--- config.mk ---
export PLATFORM = sky130hd
export DESIGN_NAME = ddr_cmd_scheduler
export DESIGN_NICKNAME = d
export VERILOG_FILES = /design/src/rtl/ddr_sched_pkg.sv /design/src/rtl/dfi_latency_pipe.sv /design/src/rtl/ddr_cmd_scheduler.sv
export SDC_FILE = /design/constraint.sdc
export NUM_CORES = 1
export LEC_CHECK = 0
export CAP_MARGIN = 25
export CORE_MARGIN = 4
export CORE_UTILIZATION = 46
export DETAILED_ROUTE_END_ITERATION = 10
export PLACE_DENSITY = 0.82
export SYNTH_ARGS = -nofsm -noshare
export SYNTH_HDL_FRONTEND = slang
export SYNTH_SLANG_ARGS = --single-unit
--- constraint.sdc ---
create_clock -name clk -period 2.8 [get_ports clk]
set_clock_uncertainty 0.2 [all_clocks]
set_input_delay 0.84 -clock clk [delete_from_list [all_inputs] [get_ports clk]]
set_output_delay 0.84 -clock clk [all_outputs]
set_load 0.03 [all_outputs]
--- src/rtl/ddr_sched_pkg.sv ---
// Shared state, command encodings and sizing helper for the DFI command scheduler.
package ddr_sched_pkg;

  typedef enum logic [2:0] {
    ST_INIT,
    ST_IDLE,
    ST_ACT,
    ST_WAIT_RCD,
    ST_COL,
    ST_WAIT_DONE,
    ST_PRE,
    ST_WAIT_RP
  } state_t;

  // {cs_n, ras_n, cas_n, we_n}
  typedef logic [3:0] cmd_t;

  localparam cmd_t CMD_DES = 4'b1111;
  localparam cmd_t CMD_NOP = 4'b0111;
  localparam cmd_t CMD_ACT = 4'b0011;
  localparam cmd_t CMD_RD  = 4'b0101;
  localparam cmd_t CMD_WR  = 4'b0100;
  localparam cmd_t CMD_PRE = 4'b0010;

  // Counter width able to hold max_val, never narrower than one bit.
  function automatic int cnt_w(input int max_val);
    return (max_val < 1) ? 1 : $clog2(max_val + 1);
  endfunction

endpackage

--- src/rtl/dfi_latency_pipe.sv ---
// Turns a one-cycle pulse into a registered LEN-cycle window; the window's first
// cycle is LAT cycles after the first cycle the pulse was registered.
module dfi_latency_pipe
  import ddr_sched_pkg::*;
#(
  parameter int LAT = 4,
  parameter int LEN = 2
) (
  input  logic clk,
  input  logic rst,
  input  logic pulse,
  output logic window
);

  localparam int CW = cnt_w(LEN - 1);

  logic          start;
  logic [CW-1:0] len_cnt;

  generate
    if (LAT == 0) begin : g_nodly
      assign start = pulse;
    end else begin : g_dly
      logic [LAT-1:0] dly;
      always_ff @(posedge clk or posedge rst) begin
        if (rst) dly <= '0;
        else     dly <= (dly << 1) | LAT'(pulse);
      end
      assign start = dly[LAT-1];
    end
  endgenerate

  always_ff @(posedge clk or posedge rst) begin
    if (rst) begin
      window  <= 1'b0;
      len_cnt <= '0;
    end else if (start) begin
      window  <= 1'b1;
      len_cnt <= CW'(LEN - 1);
    end else if (len_cnt != '0) begin
      window  <= 1'b1;
      len_cnt <= len_cnt - CW'(1);
    end else begin
      window  <= 1'b0;
    end
  end

endmodule

--- src/rtl/ddr_cmd_scheduler.sv ---
// Close-page single-access DFI command sequencer: CKE power-up, then ACT -> RD/WR -> PRE
// per request with tRCD/tRAS/tWR/tRP spacing and WL/RL-aligned data enables.
//
//   state        | meaning
//   ST_INIT      | CKE low, deselect, counting T_INIT
//   ST_IDLE      | req_ready high, waiting for a request
//   ST_ACT       | ACT on the bus
//   ST_WAIT_RCD  | NOPs until tRCD met
//   ST_COL       | RD or WR on the bus
//   ST_WAIT_DONE | NOPs until tRAS and data/recovery done
//   ST_PRE       | PRE on the bus
//   ST_WAIT_RP   | NOPs until tRP met
module ddr_cmd_scheduler
  import ddr_sched_pkg::*;
#(
  parameter int BA_W      = 3,
  parameter int ADDR_W    = 14,
  parameter int T_INIT    = 16,
  parameter int T_RCD     = 3,
  parameter int T_RAS     = 8,
  parameter int T_WR      = 4,
  parameter int T_RP      = 3,
  parameter int WL        = 4,
  parameter int RL        = 5,
  parameter int BURST_CYC = 2
) (
  input  logic              clk,
  input  logic              rst,
  input  logic              req_valid,
  output logic              req_ready,
  input  logic              req_wr,
  input  logic [BA_W-1:0]   req_ba,
  input  logic [ADDR_W-1:0] req_row,
  input  logic [ADDR_W-1:0] req_col,
  output logic              dfi_cke,
  output logic              dfi_cs_n,
  output logic              dfi_ras_n,
  output logic              dfi_cas_n,
  output logic              dfi_we_n,
  output logic [BA_W-1:0]   dfi_ba,
  output logic [ADDR_W-1:0] dfi_addr,
  output logic              dfi_odt,
  output logic              dfi_wrdata_en,
  output logic              dfi_rddata_en
);

  localparam int REC_WR   = WL + BURST_CYC + T_WR;
  localparam int WAIT_MAX = (T_RCD > T_RP) ? T_RCD : T_RP;
  localparam int INIT_W   = cnt_w(T_INIT);
  localparam int RAS_W    = cnt_w(T_RAS);
  localparam int REC_W    = cnt_w(REC_WR);
  localparam int WAIT_W   = cnt_w(WAIT_MAX);
  localparam int ODT_W    = cnt_w(WL + BURST_CYC - 1);

  state_t              state, state_nxt;
  logic [INIT_W-1:0]   init_cnt;
  logic [RAS_W-1:0]    tras_cnt, tras_dec;
  logic [REC_W-1:0]    rec_cnt, rec_dec;
  logic [WAIT_W-1:0]   wait_cnt;
  logic [ODT_W-1:0]    odt_cnt;
  logic                lat_wr;
  logic [BA_W-1:0]     lat_ba;
  logic [ADDR_W-1:0]   lat_col;
  logic                accept, wr_fire, rd_fire;
  cmd_t                cmd_nxt;
  logic [BA_W-1:0]     ba_nxt;
  logic [ADDR_W-1:0]   addr_nxt;

  assign accept   = (state == ST_IDLE) && req_valid;
  assign tras_dec = (tras_cnt == '0) ? '0 : tras_cnt - RAS_W'(1);
  assign rec_dec  = (rec_cnt == '0) ? '0 : rec_cnt - REC_W'(1);
  assign wr_fire  = (state_nxt == ST_COL) && lat_wr;
  assign rd_fire  = (state_nxt == ST_COL) && !lat_wr;

  // wait_cnt holds the remaining tRCD/tRP distance; the cycle where it would reach 0 starts the next phase.
  always_comb begin
    state_nxt = state;
    case (state)
      ST_INIT:                  if (init_cnt == '0) state_nxt = ST_IDLE;
      ST_IDLE:                  if (req_valid) state_nxt = ST_ACT;
      ST_ACT, ST_WAIT_RCD:      state_nxt = (wait_cnt == WAIT_W'(1)) ? ST_COL : ST_WAIT_RCD;
      ST_COL, ST_WAIT_DONE:     state_nxt = (tras_dec == '0 && rec_dec == '0) ? ST_PRE : ST_WAIT_DONE;
      ST_PRE, ST_WAIT_RP:       state_nxt = (wait_cnt == WAIT_W'(1)) ? ST_IDLE : ST_WAIT_RP;
      default:                  state_nxt = ST_INIT;
    endcase
  end

  always_comb begin
    cmd_nxt  = CMD_NOP;
    ba_nxt   = dfi_ba;
    addr_nxt = dfi_addr;
    case (state_nxt)
      ST_INIT: cmd_nxt = CMD_DES;
      ST_ACT: begin
        cmd_nxt  = CMD_ACT;
        ba_nxt   = req_ba;
        addr_nxt = req_row;
      end
      ST_COL: begin
        cmd_nxt  = lat_wr ? CMD_WR : CMD_RD;
        ba_nxt   = lat_ba;
        addr_nxt = lat_col;
      end
      ST_PRE: begin
        cmd_nxt  = CMD_PRE;
        ba_nxt   = lat_ba;
        addr_nxt = '0;
      end
      default: cmd_nxt = CMD_NOP;
    endcase
  end

  always_ff @(posedge clk or posedge rst) begin
    if (rst) begin
      state     <= ST_INIT;
      init_cnt  <= INIT_W'(T_INIT);
      tras_cnt  <= '0;
      rec_cnt   <= '0;
      wait_cnt  <= '0;
      odt_cnt   <= '0;
      lat_wr    <= 1'b0;
      lat_ba    <= '0;
      lat_col   <= '0;
      req_ready <= 1'b0;
      dfi_cke   <= 1'b0;
      {dfi_cs_n, dfi_ras_n, dfi_cas_n, dfi_we_n} <= CMD_DES;
      dfi_ba    <= '0;
      dfi_addr  <= '0;
      dfi_odt   <= 1'b0;
    end else begin
      state <= state_nxt;
      if (state == ST_INIT && init_cnt != '0) init_cnt <= init_cnt - INIT_W'(1);

      tras_cnt <= accept ? RAS_W'(T_RAS) : tras_dec;
      if (state_nxt == ST_COL) rec_cnt <= lat_wr ? REC_W'(REC_WR) : REC_W'(BURST_CYC);
      else                     rec_cnt <= rec_dec;

      if (accept)                   wait_cnt <= WAIT_W'(T_RCD);
      else if (state_nxt == ST_PRE) wait_cnt <= WAIT_W'(T_RP);
      else if (wait_cnt != '0)      wait_cnt <= wait_cnt - WAIT_W'(1);

      if (accept) begin
        lat_wr  <= req_wr;
        lat_ba  <= req_ba;
        lat_col <= req_col;
      end

      req_ready <= (state_nxt == ST_IDLE);
      dfi_cke   <= (state_nxt != ST_INIT);
      {dfi_cs_n, dfi_ras_n, dfi_cas_n, dfi_we_n} <= cmd_nxt;
      dfi_ba    <= ba_nxt;
      dfi_addr  <= addr_nxt;

      // ODT spans the WR cycle through the last write-data cycle.
      if (wr_fire) begin
        dfi_odt <= 1'b1;
        odt_cnt <= ODT_W'(WL + BURST_CYC - 1);
      end else if (odt_cnt != '0) begin
        dfi_odt <= 1'b1;
        odt_cnt <= odt_cnt - ODT_W'(1);
      end else begin
        dfi_odt <= 1'b0;
      end
    end
  end

  dfi_latency_pipe #(.LAT(WL), .LEN(BURST_CYC)) u_wr_pipe (
    .clk    (clk),
    .rst    (rst),
    .pulse  (wr_fire),
    .window (dfi_wrdata_en)
  );

  dfi_latency_pipe #(.LAT(RL), .LEN(BURST_CYC)) u_rd_pipe (
    .clk    (clk),
    .rst    (rst),
    .pulse  (rd_fire),
    .window (dfi_rddata_en)
  );

endmodule

==> results.md, run 1 <==
* Crit path buffers/inverters at 1
* Largest net degree at the start of global routing at 32
* Mapped Area at 3090 um^2
* Crit-path leading delay family: buffers and inverters
* Hpwl dp at 4.16 mm
* Diodes inserted at 0
* Worst Slack Setup Final at 0.231 ns
* Fin Setup TNS at 0 ns
* Worst-Skew Late Latency at 0.35 ns
* Initial cell density of the core at 0.481
* IR drop worst, VDD at 0.606 mV
* Die Height at 89.9 um
* Post-cts sizing count at 0
* Post-synth EDFFs at 0
* Crit path launch type: flop
* Layout Utilization at 0.623
* Hold Path Stages at 0
* Unique masters post-synth at 42
* Worst-Margin Slew at 0.480 ns
* Initial antenna violation count at 0
* Total CTS buffers at 9
* First-pass GRT wire length at 10.1 mm
* Status: finished, final reports clean
* Final GP Congestion at 0.766
* Max incr delay on CP at 0.66 ns
* Area of the die at 8080 um^2
* Seq cells post-synth at 76
* Total setup buffers inserted after CTS at 0
* Slew Viols, Final at 0
* H-tree depth at 3
* Fill cells at 508
* Warnings from Yosys at 0
* DRT iter0 DRCs at 78
* Final setup violation count at 0
* Per-cell routed wire length at 14.9 um
* CTS tree: done
* Worst slack at placement at 0.257 ns
* Worst setup EP type: output port
* Grt total ovfl at 0
* Final period util at 0.917
* Total Nets Final at 363
* Core Area at 6420 um^2
* Synth Flop Type: dfrtp_1
* WP data required at 1.76 ns
* Avg Inst Size Synth at 12.0 um^2
* Final WL at 6.02 mm
* Final hold violations at 0
* Synth top cells by count: dfrtp_1 (71), nand2_1 (58), mux2_2 (15), o2bb2ai_1 (13), inv_1 (12)
* CP Depth at 1
* I/O Buffers at 60
* F_max at 389 MHz
* Cts hold-fix bufs at 0
* Max clock buf depth at 2
* Register area share after synthesis at 0.618
* Seq. cell area at 1910 um^2
* Power Dens Cells at 1160 nW/um^2
* Crit path time final at 2.57 ns
* # DRC at 0
* Share of layout cells above drive strength 1 at 0.174
* Total of max-cap violations at 0
* Cells after synthesis at 257
* Mapped Nets at 297
* Die Wd at 89.9 um
* Clock root buffer: clkbuf_8
* CP Class: flop to output port
* Worst Path Arrival at 1.53 ns
* Clk pin slew, worst setup/hold paths at 0.07 ns
* Post-synth top area cell: dfrtp_1
* ANT nets after route at 0
* Most common cell in the synthesized netlist: dfrtp_1
* P_leak at 0.00188 uW
* Via-per-instance ratio at 5.26
* Syn-to-layout area delta at 29.7%
* Min-Delay Path Class: flop to flop
* Tot GR Track Use at 0.157
* CP Cell Sequence: clkdlybuf4s50_1
* CTS Sinks at 76
* Vias in the first global route at 2165
* Fraction of registers with async set/reset at 1.00
* IO Pins at 61
* Share of the synthesized area in the top cell type at 0.576
* # rows at 29
* CP Max Fanout at 1
* Synth area leaders: dfrtp_1 (58%), nand2_1 (7.1%), mux2_2 (5.5%)
* RSZ-0062 raised after global routing: no
* Slew headroom at 0.679
* Drt pass-1 iters at 4
* Via count at 2130
* R2r worst-path depth at 6
* Area of the multi-input gates at 1050 um^2
* Critical-path top delay cell: clkdlybuf4s50_1
## flip-flops by register name (all words and copies together) (netlist names), 4 cells and up
name,count
dfi_addr,14
lat_col,14
init_cnt,5
u_rd_pipe.g_dly.dly,5
rec_cnt,4
tras_cnt,4
u_wr_pipe.g_dly.dly,4
## per-stage QoR
stage,power (uW),cell area [um^2],hold slack (ns),std cells
6_report,4660,4000,0.149,405
5_1_grt,4950,4000,0.161,405
4_1_cts,4700,4000,0.152,405
3_5_place_dp,3810,3790,0.135,389
3_3_place_gp,3740,3790,0.132,389
2_1_floorplan,3200,3090,0.131,257
## area by class of cell
type                            count  share of cell area
Sequential cell                    76               0.477
Multi-Input combinational cell    156               0.263
Timing Repair Buffer               67               0.169
Clock buffer                       13              0.0422
Tap cell                           77              0.0241
Inverter                           13              0.0137
Clock inverter                      3              0.0109
## power by group
group	total (uW)	switching, uW	internal [uW]	leakage, uW
Clock	875	389	485	0.000110
Combinational	2030	1070	960	0.000819
Sequential	1760	233	1520	0.000950
Total	4660	1690	2970	0.00188
## kinds of logic after synthesis
group,after synthesis,share of synthesized area
AO/OA/AOI/OAI,36,0.0920
XOR/XNOR,5,0.0142
adder cells (fa/ha/maj),5,0.0203
buffers and inverters,25,0.0405
flip-flops,76,0.618
multiplexers,22,0.0872
AND/OR/NAND/NOR,88,0.128
## final timing paths
kind	from	endpoint	slack (ns)
hold reg to reg	u_rd_pipe.g_dly.dly[2]	u_rd_pipe.g_dly.dly[3]	0.15
max in group asynchronous	rst	dfi_we_n	1.16
setup reg to reg	wait_cnt[0]	dfi_ba[0]	0.57
min in group asynchronous	rst	dfi_ba[1]	0.68
setup / recovery	dfi_cas_n	dfi_cas_n	0.23
hold / removal	u_rd_pipe.g_dly.dly[2]	u_rd_pipe.g_dly.dly[3]	0.15
## layer usage
metal  wire, um  track usage  share of wire
met5          0            0              0
met4        157       0.0778          0.026
met2       2990        0.257           0.50
met3        257       0.0442          0.043
met1       2610        0.192           0.43
## cell usage in the layout, fill, tap and decap left out, types with 2 or more instances in the layout
cell and instances:
a21oi_1 4, mux2_4 6, clkbuf_8 12, nand2b_1 3, nand3_1 2, o2bb2ai_1 13, buf_4 5, clkdlybuf4s50_1 60
nor2_1 8, xor2_1 2, or2_2 2, mux2_2 15, nor3_1 6, dfstp_2 5, nand2_1 58, ha_1 5
nand3b_1 3, o21ai_0 5, xnor2_1 3, inv_1 11, buf_12 2, a32o_1 3, dfrtp_1 71
(Power assumes the default switching activity.)
==> run 2: changes to the inputs <==
- SYNTH_HIERARCHICAL: default -> 1
==> run 2 against run 1 <==
  * Setup slack better by 0.025 ns
  * Sequential power is 4% higher
  * First-iteration DRC count is 59% higher
  * Non-clock buffer count is 1 lower
  * Largest power group unchanged
==> results.md, run 2 <==
* Compound-Gate Fraction of Synth Area at 0.126 (+0.0341)
* Hpwl dp at 4.46 mm (+7.4%)
* Most frequent cells in the layout: dfrtp_1 (71), nand2_1 (61), clkdlybuf4s50_1 (60)
* Crit-path leading delay family: buffers and inverters
* Total Nets Final at 382 (+5.2%)
* Power Dens Cells at 1210 nW/um^2 (+4.1%)
* RSZ-0062 raised after global routing: no
* Met2 usage at 0.281 (+0.0245)
* Status: finished, final reports clean
* Fin Setup TNS at 0 ns (unchanged)
* P_leak at 0.00186 uW (-1.2%)
* Final setup violation count at 0 (unchanged)
* Post-synthesis adder-cell area fraction at 0.0197 (-0.000567)
* Global routing's busiest layer: met2
* F_max at 393 MHz (+0.98%)
* Per-cell routed wire length at 15.2 um (+2.5%)
* # rows at 30 (+3.4%)
* Fraction of registers with async set/reset at 1.00 (unchanged)
* Fill cells at 558 (+9.8%)
* Via count at 2248 (+5.5%)
* Final WL at 6.50 mm (+7.9%)
* Mapped Area at 3180 um^2 (+2.9%)
* Total CTS buffers at 9 (unchanged)
* Via-per-instance ratio at 5.28 (+0.34%)
* Die Wd at 91.1 um (+1.3%)
* Vias in the first global route at 2358 (+8.9%)
* Worst slack at placement at 0.115 ns (-0.142 ns)
* Crit path buffers/inverters at 1 (unchanged)
* Unique masters post-synth at 45 (+7.1%)
* Post-synth top area cell: dfrtp_1
* Grt met1 use at 0.213 (+0.0204)
* Syn-to-layout area delta at 28.4%
* Biggest regs: dfi_addr: 14 flops, lat_col: 14 flops
* IO Pins at 61 (unchanged)
* GRT met3 Usage at 0.0356 (-0.00861)
* Warnings from Yosys at 6 (+6)
* CTS tree: done
* H-tree depth at 3 (unchanged)
* Total setup buffers inserted after CTS at 0 (unchanged)
* Final hold violations at 0 (unchanged)
* Most common cell in the synthesized netlist: dfrtp_1
* Post-cts sizing count at 0 (unchanged)
* Mapped Nets at 321 (+8.1%)
* Diodes inserted at 0 (unchanged)
* Share of layout cells above drive strength 1 at 0.150 (-0.0235)
* Critical-path top delay cell: clkdlybuf4s50_1
* Post-synthesis xor/xnor area fraction at 0.0138 (-0.000397)
* Worst Slack Setup Final at 0.256 ns (+0.0248 ns)
* CP Max Fanout at 1 (unchanged)
* Slew headroom at 0.654 (-0.0253)
* Avg Inst Size Synth at 11.3 um^2 (-5.9%)
* Grt total ovfl at 0 (unchanged)
* Commonest non-fill, non-tap cell in the layout: dfrtp_1
* Drt pass-1 iters at 4 (unchanged)
* Crit path time final at 2.54 ns (-0.0248 ns)
* Die Height at 91.1 um (+1.3%)
* # DRC at 0 (unchanged)
* Initial antenna violation count at 0 (unchanged)
* Largest net degree at the start of global routing at 64 (+100%)
* Total of max-cap violations at 0 (unchanged)
* Register area share after synthesis at 0.601 (-0.0173)
* Mux cell area share after synthesis at 0.0162 (-0.0710)
* ANT nets after route at 0 (unchanged)
* Clk pin slew, worst setup/hold paths at 0.07 ns (about the same)
* Cells after synthesis at 281 (+9.3%)
* Min-Delay Path Class: flop to flop
* Synth top cells by count: dfrtp_1 (71), nand2_1 (61), a32oi_1 (13), inv_1 (13), nor3_1 (12)
* CP Class: flop to output port
* Seq cells post-synth at 76 (unchanged)
* Post-synth EDFFs at 0 (unchanged)
* Worst-Skew Late Latency at 0.33 ns (-0.02 ns)
* CP Cell Sequence: clkdlybuf4s50_1
* Final period util at 0.909 (-0.00886)
* Core Area at 6760 um^2 (+5.2%)
* IR drop worst, VDD at 0.436 mV (-28%)
* Crit path launch type: flop
* Synth Flop Type: dfrtp_1
* Main combinational cell family by area after synthesis: simple AND/OR/NAND/NOR gates
* Area of the multi-input gates at 1100 um^2 (+4.5%)
* Share of the synthesized area in the top cell type at 0.559 (-0.0161)
* First-pass GRT wire length at 11.2 mm (+10%)
* Max clock buf depth at 2 (unchanged)
* Worst-Margin Slew at 0.517 ns (+0.0377 ns)
* Synth area leaders: dfrtp_1 (56%), nand2_1 (7.2%), dfstp_2 (4.1%)
* Area of the die at 8300 um^2 (+2.6%)
* Initial cell density of the core at 0.470 (-0.0106)
* Max incr delay on CP at 0.66 ns (about the same)
* Post-synthesis simple-gate area fraction at 0.169 (+0.0417)
* Seq. cell area at 1910 um^2 (unchanged)
* Worst Path Arrival at 1.50 ns (-0.03 ns)
* CTS Sinks at 76 (unchanged)
* Clock root buffer: clkbuf_8
* Cts hold-fix bufs at 0 (unchanged)
* DRT iter0 DRCs at 124 (+59%)
* I/O Buffers at 60 (unchanged)
* Tot GR Track Use at 0.168 (+0.0111)
* Final GP Congestion at 0.731 (-4.5%)
* WP data required at 1.76 ns (about the same)
* Slew Viols, Final at 0 (unchanged)
* Worst setup EP type: output port
==> run 2: cell count changes in the layout (fill, tap and decap cells not counted), sizes merged, moves of 13 or more <==
cell / delta
a32oi: +14
a21oi: +15
mux2: -20
nor3: +15
o2bb2ai: -13
==> run 2: cells by family after synthesis <==
group / after synthesis
DFF: 76
adders and majority gates: 5
AOI/OAI and AO/OA: 52
xor gates and xnor gates: 5
buffers and inverters: 31
and+or+nand+nor: 107
muxes: 5
==> run 2: power by group <==
part,internal [uW],switching (uW),total (uW)
Combinational,879,1250,2130
Clock,608,369,977
Sequential,1540,295,1830
Total,3020,1920,4940
==> run 2: final timing paths <==
path	startpoint	to	slack [ns]	depth (start not counted)
min in group asynchronous	rst	u_wr_pipe/window	0.58	2
worst min register to register	u_rd_pipe/g_dly.dly[0]	u_rd_pipe/g_dly.dly[1]	0.15	0
max in group asynchronous	rst	dfi_addr[0]	1.38	3
worst min-delay path	u_rd_pipe/g_dly.dly[0]	u_rd_pipe/g_dly.dly[1]	0.15	0
worst max-delay path	dfi_ras_n	dfi_ras_n	0.26	1
worst max register to register	wait_cnt[0]	lat_ba[1]	0.57	5
==> run 2: per-stage QoR <==
stage	hold slack (ns)	cell area (um^2)	cells	util	total power [uW]
final	0.150	4080	426	0.603	4940
after detailed placement	0.135	3840	411	0.568	3980
after CTS	0.151	4080	426	0.603	4980
after global routing	0.166	4080	426	0.603	5260
after floorplan	0.131	3180	281	-	3340
after global placement	0.136	3840	411	0.568	3890
==> run 2: layout make-up <==
class,count,share of cell area
well taps,80,0.0246
clock inverters,5,0.0246
repair buffers,66,0.165
flip-flops and latches,76,0.468
multi-input cells,174,0.270
inverters,15,0.0144
clock buffers,10,0.0338
==> run 2: layer usage <==
metal  vias up  share of wire
met5         -              0
met4         0          0.013
met3        10          0.041
met2        59           0.51
met1      1098           0.44
li1       1081              -
